## src/rtl/usb_encoder.sv

```systemverilog
// USB 2.0 HS packet encoder: handshake, token and data packets (PID + CRC16) onto one AXI4-Stream byte path.
// Optional simulation-only protocol checks are enabled with `define ENCODER_SIM_CHECKS_EN.
module usb_encoder #(
  parameter int unsigned TOKEN = 1
) (
  input  logic        clock,
  input  logic        reset_n,
  output logic        enc_busy_o,
  output logic        tx_tvalid_o,
  input  logic        tx_tready_i,
  output logic        tx_tlast_o,
  output logic [7:0]  tx_tdata_o,
  input  logic        hsk_send_i,
  input  logic [1:0]  hsk_type_i,
  output logic        hsk_done_o,
  input  logic        tok_send_i,
  input  logic [1:0]  tok_type_i,
  input  logic [15:0] tok_data_i,
  output logic        tok_done_o,
  input  logic        trn_tsend_i,
  input  logic [1:0]  trn_ttype_i,
  output logic        trn_tdone_o,
  input  logic        trn_tvalid_i,
  output logic        trn_tready_o,
  input  logic        trn_tlast_i,
  input  logic [7:0]  trn_tdata_i
);

  localparam bit              TOK_EN   = (TOKEN != 0);
  localparam logic [1:0]      KIND_TOK = 2'b01;
  localparam logic [1:0]      KIND_HSK = 2'b10;
  localparam logic [1:0]      KIND_DAT = 2'b11;
  localparam logic [15:0]     CRC_INIT = 16'hFFFF;

  typedef enum logic [3:0] {
    S_IDLE, S_HSK, S_TOK1, S_TOK2, S_TOK3, S_DPID, S_DATA, S_CRC1, S_CRC2
  } state_t;

  state_t      r_state, w_next;
  logic [7:0]  r_pid;
  logic [15:0] r_tok;
  logic [15:0] r_crc;
  logic        r_zlp;
  logic        r_hsk_arm, r_tok_arm, r_trn_arm;
  logic        r_hsk_done, r_tok_done, r_trn_done;

  logic        w_hsk_req, w_tok_req, w_trn_req;
  logic        w_hsk_acc, w_tok_acc, w_trn_acc;
  logic        w_fin, w_crc_upd;
  logic        w_tx_valid, w_tx_last, w_trn_ready;
  logic [7:0]  w_tx_data;

  function automatic logic [7:0] pid_byte(input logic [1:0] t, input logic [1:0] k);
    logic [3:0] p;
    p = {t, k};
    return {~p, p};
  endfunction

  // Reflected CRC16 (poly 0x8005 -> 0xA001), one payload byte, LSB first
  function automatic logic [15:0] crc16_byte(input logic [15:0] c, input logic [7:0] d);
    logic [15:0] x;
    x = c ^ {8'h00, d};
    for (int i = 0; i < 8; i++) begin
      x = x[0] ? ((x >> 1) ^ 16'hA001) : (x >> 1);
    end
    return x;
  endfunction

  // A request level must be seen low once after acceptance before it can be taken again
  assign w_hsk_req = hsk_send_i & r_hsk_arm;
  assign w_tok_req = TOK_EN & tok_send_i & r_tok_arm;
  assign w_trn_req = trn_tsend_i & r_trn_arm;

  always_comb begin
    w_next      = r_state;
    w_tx_valid  = 1'b0;
    w_tx_last   = 1'b0;
    w_tx_data   = 8'h00;
    w_trn_ready = 1'b0;
    w_hsk_acc   = 1'b0;
    w_tok_acc   = 1'b0;
    w_trn_acc   = 1'b0;
    w_fin       = 1'b0;
    w_crc_upd   = 1'b0;
    case (r_state)
      S_IDLE: begin
        if (w_hsk_req) begin
          w_hsk_acc = 1'b1;
          w_next    = S_HSK;
        end else if (w_tok_req) begin
          w_tok_acc = 1'b1;
          w_next    = S_TOK1;
        end else if (w_trn_req) begin
          w_trn_acc = 1'b1;
          w_next    = S_DPID;
        end
      end
      S_HSK: begin
        w_tx_valid = 1'b1;
        w_tx_last  = 1'b1;
        w_tx_data  = r_pid;
        if (tx_tready_i) begin
          w_fin  = 1'b1;
          w_next = S_IDLE;
        end
      end
      S_TOK1: begin
        w_tx_valid = 1'b1;
        w_tx_data  = r_pid;
        if (tx_tready_i) w_next = S_TOK2;
      end
      S_TOK2: begin
        w_tx_valid = 1'b1;
        w_tx_data  = r_tok[7:0];
        if (tx_tready_i) w_next = S_TOK3;
      end
      S_TOK3: begin
        w_tx_valid = 1'b1;
        w_tx_last  = 1'b1;
        w_tx_data  = r_tok[15:8];
        if (tx_tready_i) begin
          w_fin  = 1'b1;
          w_next = S_IDLE;
        end
      end
      S_DPID: begin
        w_tx_valid = 1'b1;
        w_tx_data  = r_pid;
        if (tx_tready_i) w_next = r_zlp ? S_CRC1 : S_DATA;
      end
      S_DATA: begin
        w_tx_valid  = trn_tvalid_i;
        w_tx_data   = trn_tdata_i;
        w_trn_ready = tx_tready_i;
        if (trn_tvalid_i && tx_tready_i) begin
          w_crc_upd = 1'b1;
          if (trn_tlast_i) w_next = S_CRC1;
        end
      end
      S_CRC1: begin
        w_tx_valid = 1'b1;
        w_tx_data  = ~r_crc[7:0];
        if (tx_tready_i) w_next = S_CRC2;
      end
      S_CRC2: begin
        w_tx_valid = 1'b1;
        w_tx_last  = 1'b1;
        w_tx_data  = ~r_crc[15:8];
        if (tx_tready_i) begin
          w_fin  = 1'b1;
          w_next = S_IDLE;
        end
      end
      default: w_next = S_IDLE;
    endcase
  end

  always_ff @(posedge clock) begin
    if (!reset_n) begin
      r_state    <= S_IDLE;
      r_pid      <= 8'h00;
      r_tok      <= 16'h0000;
      r_crc      <= CRC_INIT;
      r_zlp      <= 1'b0;
      r_hsk_arm  <= 1'b1;
      r_tok_arm  <= 1'b1;
      r_trn_arm  <= 1'b1;
      r_hsk_done <= 1'b0;
      r_tok_done <= 1'b0;
      r_trn_done <= 1'b0;
    end else begin
      r_state <= w_next;
      if (w_hsk_acc) r_pid <= pid_byte(hsk_type_i, KIND_HSK);
      if (w_tok_acc) begin
        r_pid <= pid_byte(tok_type_i, KIND_TOK);
        r_tok <= tok_data_i;
      end
      if (w_trn_acc) begin
        r_pid <= pid_byte(trn_ttype_i, KIND_DAT);
        r_crc <= CRC_INIT;
        r_zlp <= trn_tlast_i & ~trn_tvalid_i;
      end else if (w_crc_upd) begin
        r_crc <= crc16_byte(r_crc, trn_tdata_i);
      end
      r_hsk_arm  <= w_hsk_acc ? 1'b0 : (r_hsk_arm | ~hsk_send_i);
      r_tok_arm  <= w_tok_acc ? 1'b0 : (r_tok_arm | ~tok_send_i);
      r_trn_arm  <= w_trn_acc ? 1'b0 : (r_trn_arm | ~trn_tsend_i);
      r_hsk_done <= w_fin && (r_state == S_HSK);
      r_tok_done <= w_fin && (r_state == S_TOK3);
      r_trn_done <= w_fin && (r_state == S_CRC2);
    end
  end

  assign enc_busy_o   = (r_state != S_IDLE);
  assign tx_tvalid_o  = w_tx_valid;
  assign tx_tlast_o   = w_tx_last;
  assign tx_tdata_o   = w_tx_data;
  assign trn_tready_o = w_trn_ready;
  assign hsk_done_o   = r_hsk_done;
  assign tok_done_o   = r_tok_done;
  assign trn_tdone_o  = r_trn_done;

`ifdef ENCODER_SIM_CHECKS_EN
  logic       r_p_hsk, r_p_tok, r_p_trn, r_p_stall;
  logic [1:0] r_p_htype, r_p_ttype, r_p_dtype;
  logic [7:0] r_p_data;

  // Requester and stream protocol monitors; no effect on the datapath
  always_ff @(posedge clock) begin
    if (!reset_n) begin
      r_p_hsk   <= 1'b0;
      r_p_tok   <= 1'b0;
      r_p_trn   <= 1'b0;
      r_p_stall <= 1'b0;
      r_p_htype <= 2'b00;
      r_p_ttype <= 2'b00;
      r_p_dtype <= 2'b00;
      r_p_data  <= 8'h00;
    end else begin
      if (enc_busy_o && hsk_send_i && !r_p_hsk && r_state != S_HSK)
        $error("usb_encoder: handshake request while busy with another packet");
      if (enc_busy_o && tok_send_i && !r_p_tok && !(r_state inside {S_TOK1, S_TOK2, S_TOK3}))
        $error("usb_encoder: token request while busy with another packet");
      if (enc_busy_o && trn_tsend_i && !r_p_trn && !(r_state inside {S_DPID, S_DATA, S_CRC1, S_CRC2}))
        $error("usb_encoder: data request while busy with another packet");
      if (hsk_send_i && r_p_hsk && hsk_type_i != r_p_htype)
        $error("usb_encoder: hsk_type_i changed while pending");
      if (tok_send_i && r_p_tok && tok_type_i != r_p_ttype)
        $error("usb_encoder: tok_type_i changed while pending");
      if (trn_tsend_i && r_p_trn && trn_ttype_i != r_p_dtype)
        $error("usb_encoder: trn_ttype_i changed while pending");
      if (r_p_stall && tx_tvalid_o && tx_tdata_o != r_p_data)
        $error("usb_encoder: tx_tdata_o changed while stalled");
      r_p_hsk   <= hsk_send_i;
      r_p_tok   <= tok_send_i;
      r_p_trn   <= trn_tsend_i;
      r_p_htype <= hsk_type_i;
      r_p_ttype <= tok_type_i;
      r_p_dtype <= trn_ttype_i;
      r_p_stall <= tx_tvalid_o & ~tx_tready_i;
      r_p_data  <= tx_tdata_o;
    end
  end
`endif

endmodule

```

## config.mk

```make
export PLATFORM = sky130hd
export DESIGN_NAME = usb_encoder
export DESIGN_NICKNAME = d
export VERILOG_FILES = /design/src/rtl/usb_encoder.sv
export SDC_FILE = /design/constraint.sdc
export NUM_CORES = 1
export LEC_CHECK = 0
export CAP_MARGIN = 5
export CORE_MARGIN = 2
export CORE_UTILIZATION = 35
export CTS_BUF_LIST = sky130_fd_sc_hd__clkbuf_8
export CTS_CLUSTER_DIAMETER = 200
export DETAILED_ROUTE_END_ITERATION = 7
export PLACE_DENSITY = 0.58
export SLEW_MARGIN = 15
export SYNTH_ARGS = -nofsm -noshare
export SYNTH_HDL_FRONTEND = slang
export SYNTH_SLANG_ARGS = --single-unit
```

## constraint.sdc

```tcl
create_clock -name clock -period 2.2 [get_ports clock]
set_input_delay 0.44 -clock clock [delete_from_list [all_inputs] [get_ports clock]]
set_output_delay 0.44 -clock clock [all_outputs]
set_load 0.02 [all_outputs]
```

# --- Yosys cells after proc, flatten, opt, wreduce, memory -nomap -nowiden ---
# Index checks and enable logic that the tools add are counted.
op_classes:
  bitwise: 26
  reduce_logical: 12
  eq_ne: 16
  n_mux: 43
op_table:
  columns: ["cell", "count"]
  rows:
  - ["two-way mux 16 bit", 8]
  - ["one-hot mux 8 bit (6 select lines)", 1]
  - ["two-way mux 4 bit", 10]
  - ["one-hot mux 4 bit (7 select lines)", 1]
  - ["two-way mux 8 bit", 3]
  - ["inverter 2 -> 3 bit", 8]
  - ["two-way mux 1 bit", 19]
  - ["equality test 4 x 3 -> 1 bit, second input constant", 4]
  - ["inverter 8 bit", 2]
  - ["XOR 16 x 8 -> 16 bit", 1]
  - ["!= test 2 bit, second input constant", 6]
  - ["inverter 4 bit", 3]
  - ["equality test 4 x 2 -> 1 bit, second input constant", 2]
  - ["AND reduction 8 bit", 1]
  - ["OR reduction 7 bit", 1]
  - ["OR reduction 3 bit", 2]
  - ["inverter 1 bit", 5]
  - ["AND 1 bit", 4]
  - ["equality test 4 x 1 -> 1 bit, second input constant", 1]
  - ["equality test 4 bit, second input constant", 1]
  - ["logical AND 1 bit", 4]
  - ["zero test 4 bit", 1]
  - ["!= test 4 bit, second input constant", 1]
  - ["nonzero test 4 bit", 1]
  - ["5 further kinds", 7]
word_totals:
  out_inout_bits: 15
  regBits: 51
  wordCells: 108
  input_bits: 38

# --- Depth between registers and ports, before layout ---
depth:
  ltp_word: 17
  depth_mapped: 7
  mapped_depth_nobuf: 6

# --- Worst setup path before layout ---
# OpenSTA, ideal clock, no wires.
synth_path:
  kind: "reg-to-output"
  startpoint: "register r_state[1]"
  endpoint: "output port tx_tdata_o[0]"
  stages_incl_launch_ff: 7
  slack_ps: 285
  arrival_ps: 1475
  required_ps: 1760
  path_buffers: 1
  path_cell_list: "dfxtp_1 buf_4 mux2_2 nand2_1 o21ai_0 a221oi_1 o21ai_0"
synth_between:
  elab_chain_cells: 3
  word_cells_on_any_way: 10
  classes_between: "eq/ne (8); mux (1); reduce/logical (1)"
synth_lines:
  columns: ["element", "line", "text"]
  rows:
  - ["from (decl)", "39", "state_t r_state, w_next;"]
  - ["from (signal assigned)", "172", "r_state <= w_next;"]
  - ["equality test 4 x 1 -> 1 bit (tied with other cells)", "85", "case (r_state)"]
  - ["OR reduction 3 bit (no line)", null, null]
  - ["one-hot mux 8 bit (6 select lines) *", "85", null]
  - ["to (decl)", "12", "output logic [7:0] tx_tdata_o,"]
# Mark *: on every way between the ends. The rest lies on a longest branch, timed or not.

# --- Final worst setup path ---
layout_path:
  startpoint: "register r_state[1]"
  endpoint: "output port tx_tdata_o[5]"
# Same word-level chain as after synthesis.

==> impl_metrics.yaml <==
status:
  status: "finished, violations left"
  violations: "setup timing"
logic_synthesis:
  ys_ff_latch: 51
  yosysSeqAreaShare: 0.380
  synthesis.nets: 354
  syn_area_um2: 2690
  yosysMostFrequentCell: "nand2_1"
  yosysTopAreaCell: "dfxtp_1"
  netlist_instances: 316
  ys_async_sr_fraction: 0
  synth_edf_count: 0
  syn_avg_cell_area_um2: 8.50
  yosysUniqueCellTypes: 46
  yosysTopAreaCellShare: 0.380
  synth_ff_type: "dfxtp_1"
  synth_area_leaders: "dfxtp_1 38%, nand2_1 9.4%, a21oi_1 4.7%, o21ai_0 4.5%, xnor2_1 3.9%"
  yosysWarnings: 0
  synthTopCellsByCount: "67 x nand2_1, 51 x dfxtp_1, 25 x a21oi_1"
placement:
  dp_cells: 499
  hpwl_um: 5920
  place_congestion: 0.859
  dpl-instance-area_um2: 3610
  place.port_buffers: 52
  dpl_worst_slack_ns: -0.521
sta:
  hold_violations: 0
  timing.hold.ws_ns: 0.466
  final.setup.tns_ns: -0.130
  finalCritPeriodShare: 1.03
  rsz0062_at_grt: "true"
  fin_skew_ns: 0.00870
  maxSlewHeadroom: 0.730
  setup_viol: 3
  worstMarginPinSlew_ns: 0.403
  setup_ws_ns: -0.0628
  slew_violations: 0
  finalCriticalPeriod_ns: 2.26
  fmax_ghz: 0.442
cells_and_area:
  final_core_util: 0.520
  fin_nets: 449
  finalNonFillerCells: 511
  seqCellArea_um2: 1030
  multi_input_area_um2: 1620
  drive_gt1_frac: 0.282
  antenna_cells: 0
  fin_area_um2: 3810
  area_growth_pct: 41.8
  n_fill_cell: 716
critical_path:
  crit_fanout: 7
  critPathKind: "reg2out"
  r2r_slack_ns: 0.18
  r2r_start: "r_state[1]"
  critPathArrivalTime_ns: 1.82
  cp-startpoint: "r_state[1]"
  worstSetupEndpointType: "output port"
  required_ns: 1.76
  cp-start-kind: "flop"
hold_path:
  worstHoldPathType: "reg2reg"
  hold_start: "r_tok[13]"
routing:
  drt_iter0_markers: 118
  drc: 0
  routedWlPerCell_um: 15.1
  vias: 2522
  routed_wl_um: 7710
  drtPass1Iterations: 4
  viasPerCell: 4.94
  ant_nets: 0
floorplan:
  die_area_um2: 8400
  initial_utilization: 0.367
  fp.coreArea_um2: 7330
  rows: 31
  io-pin-count: 53
  dieHeight_um: 91.6
  die_w_um: 91.6
clock_tree:
  cts_made_buffers: 5
  cts_tree: "yes"
  clock_path_buffers: 2
  cts_hold_buf: 0
  clk_pin_slew_ns: 0.11
  cts.sinks: 51
  cts_root_buf: "clkbuf_8"
  htreeDepth: 2
  clk_latency_ns: 0.32
grt:
  grt_pass1_wl_um: 12200
  track_usage: 0.183
  antenna_found_initial: 0
  grt_overflow: 0
  grt_pass1_vias: 2477
  grt_max_degree: 27
power_and_ir_drop:
  vdd_drop_max_mv: 0.379
  p_per_area_nw_per_um2: 972
  p_leak_nw: 1.57
  total_power_mw: 3.70
job:
  max_cap_violations: 0
[final timing paths]
kind         cells past startpoint            end
max                              8  tx_tdata_o[5]
min                              2      r_tok[13]
max reg2reg                     10     r_state[1]
min reg2reg                      2      r_tok[13]
[per-layer routing]
| layer | GRT usage | up-vias | part of all wire |
|---|---|---|---|
| li1 | - | 1292 | - |
| met1 | 0.230 | 1150 | 0.44 |
| met2 | 0.315 | 68 | 0.48 |
| met3 | 0.0255 | 12 | 0.052 |
| met4 | 0.0720 | 0 | 0.027 |
| met5 | 0 | - | 0 |
[layout by cell type (no fill, tap or decap), types with 3 or more instances in the layout]
| master | count |
|---|---|
| clkdlybuf4s50_1 | 38 |
| xnor2_1 | 12 |
| xor2_1 | 6 |
| a221oi_2 | 4 |
| o21ai_1 | 11 |
| o21ai_0 | 14 |
| buf_12 | 3 |
| nor3_1 | 3 |
| mux2i_1 | 4 |
| o211a_1 | 3 |
| a21oi_1 | 25 |
| xnor2_2 | 5 |
| a221oi_1 | 3 |
| nand2_1 | 67 |
| o211ai_1 | 9 |
| buf_6 | 4 |
| dfxtp_1 | 47 |
| buf_2 | 4 |
| buf_4 | 50 |
| dfxtp_2 | 3 |
| nor3b_1 | 3 |
| nand3_1 | 17 |
| nand2_2 | 11 |
| dlygate4sd2_1 | 4 |
| nor2_1 | 11 |
| mux2_2 | 8 |
| clkbuf_8 | 5 |
[sequential cells by signal, indices dropped and copies added (netlist names)]
signal       cells
r_hsk_arm        1
hsk_done_o       1
r_crc           16
r_pid            8
r_state          4
r_trn_arm        1
r_tok           16
r_zlp            1
r_tok_arm        1
tok_done_o       1
trn_tdone_o      1
[critical path: stages, from the launching register on]
cell and delay, ns:
dfxtp_2 0.35, buf_6 0.13, buf_6 0.12, nor3b_4 0.15, buf_12 0.14, buf_6 0.12
a221oi_2 0.22, o21ai_1 0.12, buf_4 0.17
[repair_timing]
action / in CTS / in global routing
endpoints found under the setup margin: 12 / 9
setup buffers: 4 / 2
resized for setup: 71 / 12
pin swaps: 2 / 2
[final cells by class]
| cell class | instances | area share |
|---|---|---|
| Multi-Input combinational cell | 245 | 0.424 |
| Sequential cell | 51 | 0.270 |
| Timing Repair Buffer | 105 | 0.245 |
| Tap cell | 99 | 0.0325 |
| Clock buffer | 5 | 0.0181 |
| Clock inverter | 3 | 0.00755 |
| Inverter | 3 | 0.00296 |
[cells by family (layout without fill, tap and decap cells)]
family / count (synthesis) / in the layout / share of synthesized area
buffers and inverters: 20 / 116 / 0.0452
AOI/OAI and AO/OA: 76 / 76 / 0.181
and+or+nand+nor: 131 / 131 / 0.240
muxes: 14 / 14 / 0.0563
xor gates and xnor gates: 24 / 24 / 0.0978
DFF: 51 / 51 / 0.380
[power by group]
| part | internal, mW | switching [mW] | total [mW] | leakage (nW) |
|---|---|---|---|---|
| clock | 0.236 | 0.347 | 0.583 | 0.0502 |
| combinational | 0.923 | 0.966 | 1.89 | 1.10 |
| sequential | 1.08 | 0.153 | 1.23 | 0.418 |
| total | 2.24 | 1.47 | 3.70 | 1.57 |
Power figures use the tool's default switching activity.
